<file path="config.mk">
export PLATFORM = sky130hd
export DESIGN_NAME = uart_tx_ctrl_flat
export DESIGN_NICKNAME = d
export VERILOG_FILES = /design/src/rtl/uart_tx_ctrl_if.sv /design/src/rtl/uart_tx_ctrl.sv /design/src/flat_wrapper.sv
export SDC_FILE = /design/constraint.sdc
export NUM_CORES = 1
export LEC_CHECK = 0
export CAP_MARGIN = 15
export CORE_AREA = 2 2 39 41
export DETAILED_ROUTE_END_ITERATION = 8
export DIE_AREA = 0 0 41 43
export PLACE_DENSITY_LB_ADDON = 0.08
export SYNTH_ARGS = -nofsm -noshare
export SYNTH_HDL_FRONTEND = slang
export SYNTH_SLANG_ARGS = --single-unit
</file>
<file path="constraint.sdc">
create_clock -name CLK -period 1.3 [get_ports CLK]
set_input_delay 0.195 -clock CLK [delete_from_list [all_inputs] [get_ports CLK]]
set_output_delay 0.195 -clock CLK [all_outputs]
set_load 0.05 [all_outputs]
</file>
<file path="src/rtl/uart_tx_ctrl_if.sv">
// UART TX controller handshake bundle.
// Front end drives the request; controller drives datapath strobes.
interface uart_tx_ctrl_if;
  logic       data_valid;
  logic       par_en;
  logic       ser_load;
  logic       ser_shift;
  logic [1:0] mux_sel;
  logic       busy;

  modport master (
    output data_valid,
    output par_en,
    input  ser_load,
    input  ser_shift,
    input  mux_sel,
    input  busy
  );

  modport slave (
    input  data_valid,
    input  par_en,
    output ser_load,
    output ser_shift,
    output mux_sel,
    output busy
  );
endinterface

</file>
<file path="src/rtl/uart_tx_ctrl.sv">
// UART TX frame sequencer: start, data, optional parity, stop.
// One bit per CLK; drives serializer strobes and TX mux select.
module uart_tx_ctrl #(
  parameter int DATA_WIDTH = 8,
  parameter int STOP_BITS  = 1
) (
  input logic           CLK,
  input logic           RST,
  uart_tx_ctrl_if.slave tx
);

  localparam int CW = $clog2(DATA_WIDTH);
  localparam logic [CW-1:0] BIT_LAST = CW'(DATA_WIDTH - 1);
  localparam logic STOP_LAST = 1'(STOP_BITS - 1);

  typedef enum logic [2:0] {
    IDLE   = 3'd0,
    START  = 3'd1,
    DATA   = 3'd2,
    PARITY = 3'd3,
    STOP   = 3'd4
  } state_t;

  state_t        state, state_nxt;
  logic [CW-1:0] bit_cnt, bit_nxt;
  logic          stop_cnt, stop_nxt;
  logic          par_en_q, par_nxt;
  logic          accept;

  // State, counters and captured parity enable.
  always_ff @(posedge CLK or posedge RST) begin
    if (RST) begin
      state    <= IDLE;
      bit_cnt  <= '0;
      stop_cnt <= 1'b0;
      par_en_q <= 1'b0;
    end else begin
      state    <= state_nxt;
      bit_cnt  <= bit_nxt;
      stop_cnt <= stop_nxt;
      par_en_q <= par_nxt;
    end
  end

  // Next-state, Moore phase decode and Mealy load on acceptance.
  always_comb begin
    state_nxt    = state;
    bit_nxt      = bit_cnt;
    stop_nxt     = stop_cnt;
    par_nxt      = par_en_q;
    accept       = 1'b0;
    tx.mux_sel   = 2'b11;
    tx.busy      = 1'b0;
    tx.ser_shift = 1'b0;
    tx.ser_load  = 1'b0;
    case (state)
      IDLE: begin
        accept = tx.data_valid;
      end
      START: begin
        tx.mux_sel = 2'b00;
        tx.busy    = 1'b1;
        bit_nxt    = '0;
        state_nxt  = DATA;
      end
      DATA: begin
        tx.mux_sel   = 2'b01;
        tx.busy      = 1'b1;
        tx.ser_shift = 1'b1;
        if (bit_cnt == BIT_LAST) begin
          bit_nxt   = '0;
          state_nxt = par_en_q ? PARITY : STOP;
        end else begin
          bit_nxt = bit_cnt + 1'b1;
        end
      end
      PARITY: begin
        tx.mux_sel = 2'b10;
        tx.busy    = 1'b1;
        state_nxt  = STOP;
      end
      STOP: begin
        tx.busy = 1'b1;
        if (stop_cnt == STOP_LAST) begin
          stop_nxt  = 1'b0;
          state_nxt = IDLE;
          accept    = tx.data_valid;
        end else begin
          stop_nxt = stop_cnt + 1'b1;
        end
      end
      default: begin
        state_nxt = IDLE;
        bit_nxt   = '0;
        stop_nxt  = 1'b0;
      end
    endcase
    if (accept) begin
      state_nxt = START;
      par_nxt   = tx.par_en;
    end
    tx.ser_load = accept && !RST;
  end

endmodule

</file>
<file path="src/flat_wrapper.sv">
// flat-port wrapper written by rule: the top's interface ports become plain ports
module uart_tx_ctrl_flat 
#(
  parameter int DATA_WIDTH = 8,
  parameter int STOP_BITS  = 1
)
  (CLK, RST, tx_data_valid, tx_par_en, tx_ser_load, tx_ser_shift, tx_mux_sel, tx_busy);
  uart_tx_ctrl_if tx_i ();
  input logic CLK;
  input logic RST;
  input wire logic [$bits(tx_i.data_valid)-1:0] tx_data_valid;
  input wire logic [$bits(tx_i.par_en)-1:0] tx_par_en;
  output wire logic [$bits(tx_i.ser_load)-1:0] tx_ser_load;
  output wire logic [$bits(tx_i.ser_shift)-1:0] tx_ser_shift;
  output wire logic [$bits(tx_i.mux_sel)-1:0] tx_mux_sel;
  output wire logic [$bits(tx_i.busy)-1:0] tx_busy;
  assign tx_i.data_valid = tx_data_valid;
  assign tx_i.par_en = tx_par_en;
  assign tx_ser_load = tx_i.ser_load;
  assign tx_ser_shift = tx_i.ser_shift;
  assign tx_mux_sel = tx_i.mux_sel;
  assign tx_busy = tx_i.busy;
  uart_tx_ctrl #(.DATA_WIDTH(DATA_WIDTH), .STOP_BITS(STOP_BITS)) u_core (.CLK(CLK), .RST(RST), .tx(tx_i));
endmodule
</file>
==> metrics.cfg, run 1 <==
[floorplan]
die_h_microns=43
ios=9
rows=14
die_area_sq_mm=0.001763
initial_core_util=0.3327
die_w_microns=41
coreArea_sq_mm=0.001384

[pwr]
pwr_density_cell_mw_per_mm2=2577
leakage_nw=0.3745
ir_drop_v=0.001412

[route]
antenna_left=0
wl_mm=1.345
wl_per_cell_microns=16.01
first_pass_iters=4
drt_iter0_markers=18
via_per_inst=5.107
route.vias.total=429
drc=0

[cts]
cts_max_path_buffers=2
clk_latency_ns=0.26
h-tree-depth=1
clk_root_buffer_cell=clkbuf_4
cts_buffers=3
cts_sinks=7
cts_hold_buf=0
cts_tree=done
path_clk_slew_ns=0.06

[synth]
synthCells=41
ys.flop_type=dfrtp_1
syn-num-nets=47
ys_types=26
synth-edff-count=0
synth_area_leader_cell=dfrtp_1
syn-cell-area_sq_um=460.4
yosys_warnings=0
avgSynthCellArea_sq_um=11.23
yosys_register_bits=7
yosysTopAreaCellShare=0.3804
yosysSeqAreaShare=0.3804
synthArstFlopShare=1.000
ys_top_cells_by_area=dfrtp_1 (38%), ha_1 (5.4%), nand2b_1 (5.4%), and4b_1 (4.3%), nand4b_1 (3.8%)

[placed_design]
gp_congestion=0.6633
portBuffers=8
dp_slack_ns=-0.1108
hpwl_microns=768.4

[sta]
max_freq_ghz=0.6641
clock_skew_ns=0.004894
min_period_ns=1.506
drv_slew=0
holdWs_ns=0.2253
setup_viol=8
setup_slack_ns=-0.2057
worst_pin_slew_ns=0.2626
report.final.hold_viol_count=0
rsz0062_at_grt=yes
relSlewSlack=0.8224
period_share=1.158

[grt]
first_global_vias=460
track_usage=0.1996
grt_max_degree=9
grt_overflow=0
grt_pass1_wl_mm=2.270
antenna_found_initial=0

[status]
status=finished with violations
violations=negative setup slack

[setup_path]
cp.arrival_ns=1.31
slowest_stage=dfrtp_2
cp_cell_sequence=nor3b_2 -> and2_4 -> buf_12
cpPeakStageDelay_ns=0.46
crit_required_ns=1.11
cp-start-kind=flip-flop
critPathMaxFanout=6
path_class=reg2out
endpoint_kind=primary output

[layout]
layout.nets=75
drive_gt1_frac=0.6029
areaGrowthSynthToFinish_pct=74.18
diodes=0

[job]
maxCapViolCount=0

[hold_path]
hold_class=in2async

==> metal layers <==
layer,part of all wire,GRT usage
met1,0.38,0.2152
met2,0.60,0.3469
met3,0.027,0.04712
met4,0,0.08000
met5,0,0
==> cells in the mapped netlist, types with 2 or more instances <==
| library cell | instances |
|---|---|
| ha_1 | 2 |
| nand2b_1 | 4 |
| inv_1 | 2 |
| nor2_1 | 2 |
| nand4b_1 | 2 |
| buf_4 | 2 |
| dfrtp_1 | 7 |
| and4b_1 | 2 |
==> state kept, by name, summed over array words and instances, names as in the netlist <==
register         flops
u_core.state         3
u_core.par_en_q      1
u_core.bit_cnt       3
==> critical path, delay by kind of cell, from the launching register on <==
kind | cells | cell delay [ns]
buffers and inverters | 1 | 0.13
flip-flops | 1 | 0.46
AND/OR/NAND/NOR | 2 | 0.46
==> per-stage QoR <==
step                      utilization  power [mW]   TNS, ns  cell area (sq um)  instances
after CTS                      0.5769       2.024    -1.029              798.3         84
after detailed placement       0.4593       1.529   -0.3200              635.6         68
after global placement         0.4593       1.476   -0.1094              635.6         68
after floorplan                     -       1.068  -0.07466              479.2         41
final                          0.5796       2.067   -0.9659              802.0         84
after global routing           0.5796       2.188    -1.264              802.0         84
==> report_power, final <==
group	switching [mW]	internal, mW	total, mW
Sequential	0.120	0.306	0.426
Clock	0.0882	0.118	0.206
Combinational	0.637	0.799	1.44
Total	0.845	1.22	2.07
==> cells in the final DEF (no fill, tap or decap), types with 2 or more instances in the layout <==
cell type        instances
buf_4                   14
buf_12                   4
buf_6                    5
clkbuf_4                 3
dfrtp_2                  3
nand4b_1                 2
inv_1                    2
clkdlybuf4s50_1          3
and4b_1                  2
nand2b_1                 3
dfrtp_1                  4
==> cell families (layout without fill, tap and decap cells) <==
| kind of cell | count (synthesis) | in the layout | synth area share |
|---|---|---|---|
| compound gates | 7 | 7 | 0.1359 |
| xor+xnor | 1 | 1 | 0.01903 |
| fa+ha+maj | 2 | 2 | 0.05434 |
| buf+inv | 5 | 32 | 0.07336 |
| flops | 7 | 7 | 0.3804 |
| mux | 1 | 1 | 0.02445 |
| simple gates | 18 | 18 | 0.3125 |
==> path summary, 6_finish.rpt <==
check,startpoint,end,slack [ns],cells past startpoint
setup / recovery,u_core.state[1],tx_ser_load,-0.21,3
hold / removal,RST,u_core.state[0],0.23,3
setup reg to reg,u_core.state[1],u_core.bit_cnt[0],-0.13,5
hold reg to reg,u_core.par_en_q,u_core.par_en_q,0.56,1
max in group asynchronous,RST,u_core.state[1],0.93,3
min in group CLK,tx_data_valid,u_core.state[0],0.54,3
==> repair_timing <==
action | CTS | global route
gates resized for setup | 13 | 4
hold endpoints to repair | 0 | 0
setup buffers | 12 | 4
pin swaps | 4 | 2
endpoints found under the setup margin | 8 | 10
==> layout make-up <==
| class | instances | area [sq um] |
|---|---|---|
| fillers | 123 | 581.8 |
| well taps | 16 | 20.02 |
| inverters | 2 | 7.507 |
| clock buffers | 4 | 26.28 |
| repair buffers | 26 | 271.5 |
| multi-input cells | 29 | 297.8 |
| flip-flops and latches | 7 | 178.9 |
(Power assumes the default switching activity.)
==> inputs of run 2 (changes only) <==
Settings changed: GPL_ROUTABILITY_DRIVEN set to 0.
==> results of run 2 <==
Same layout as run 1: the final DEF is identical, and so are final timing and power.
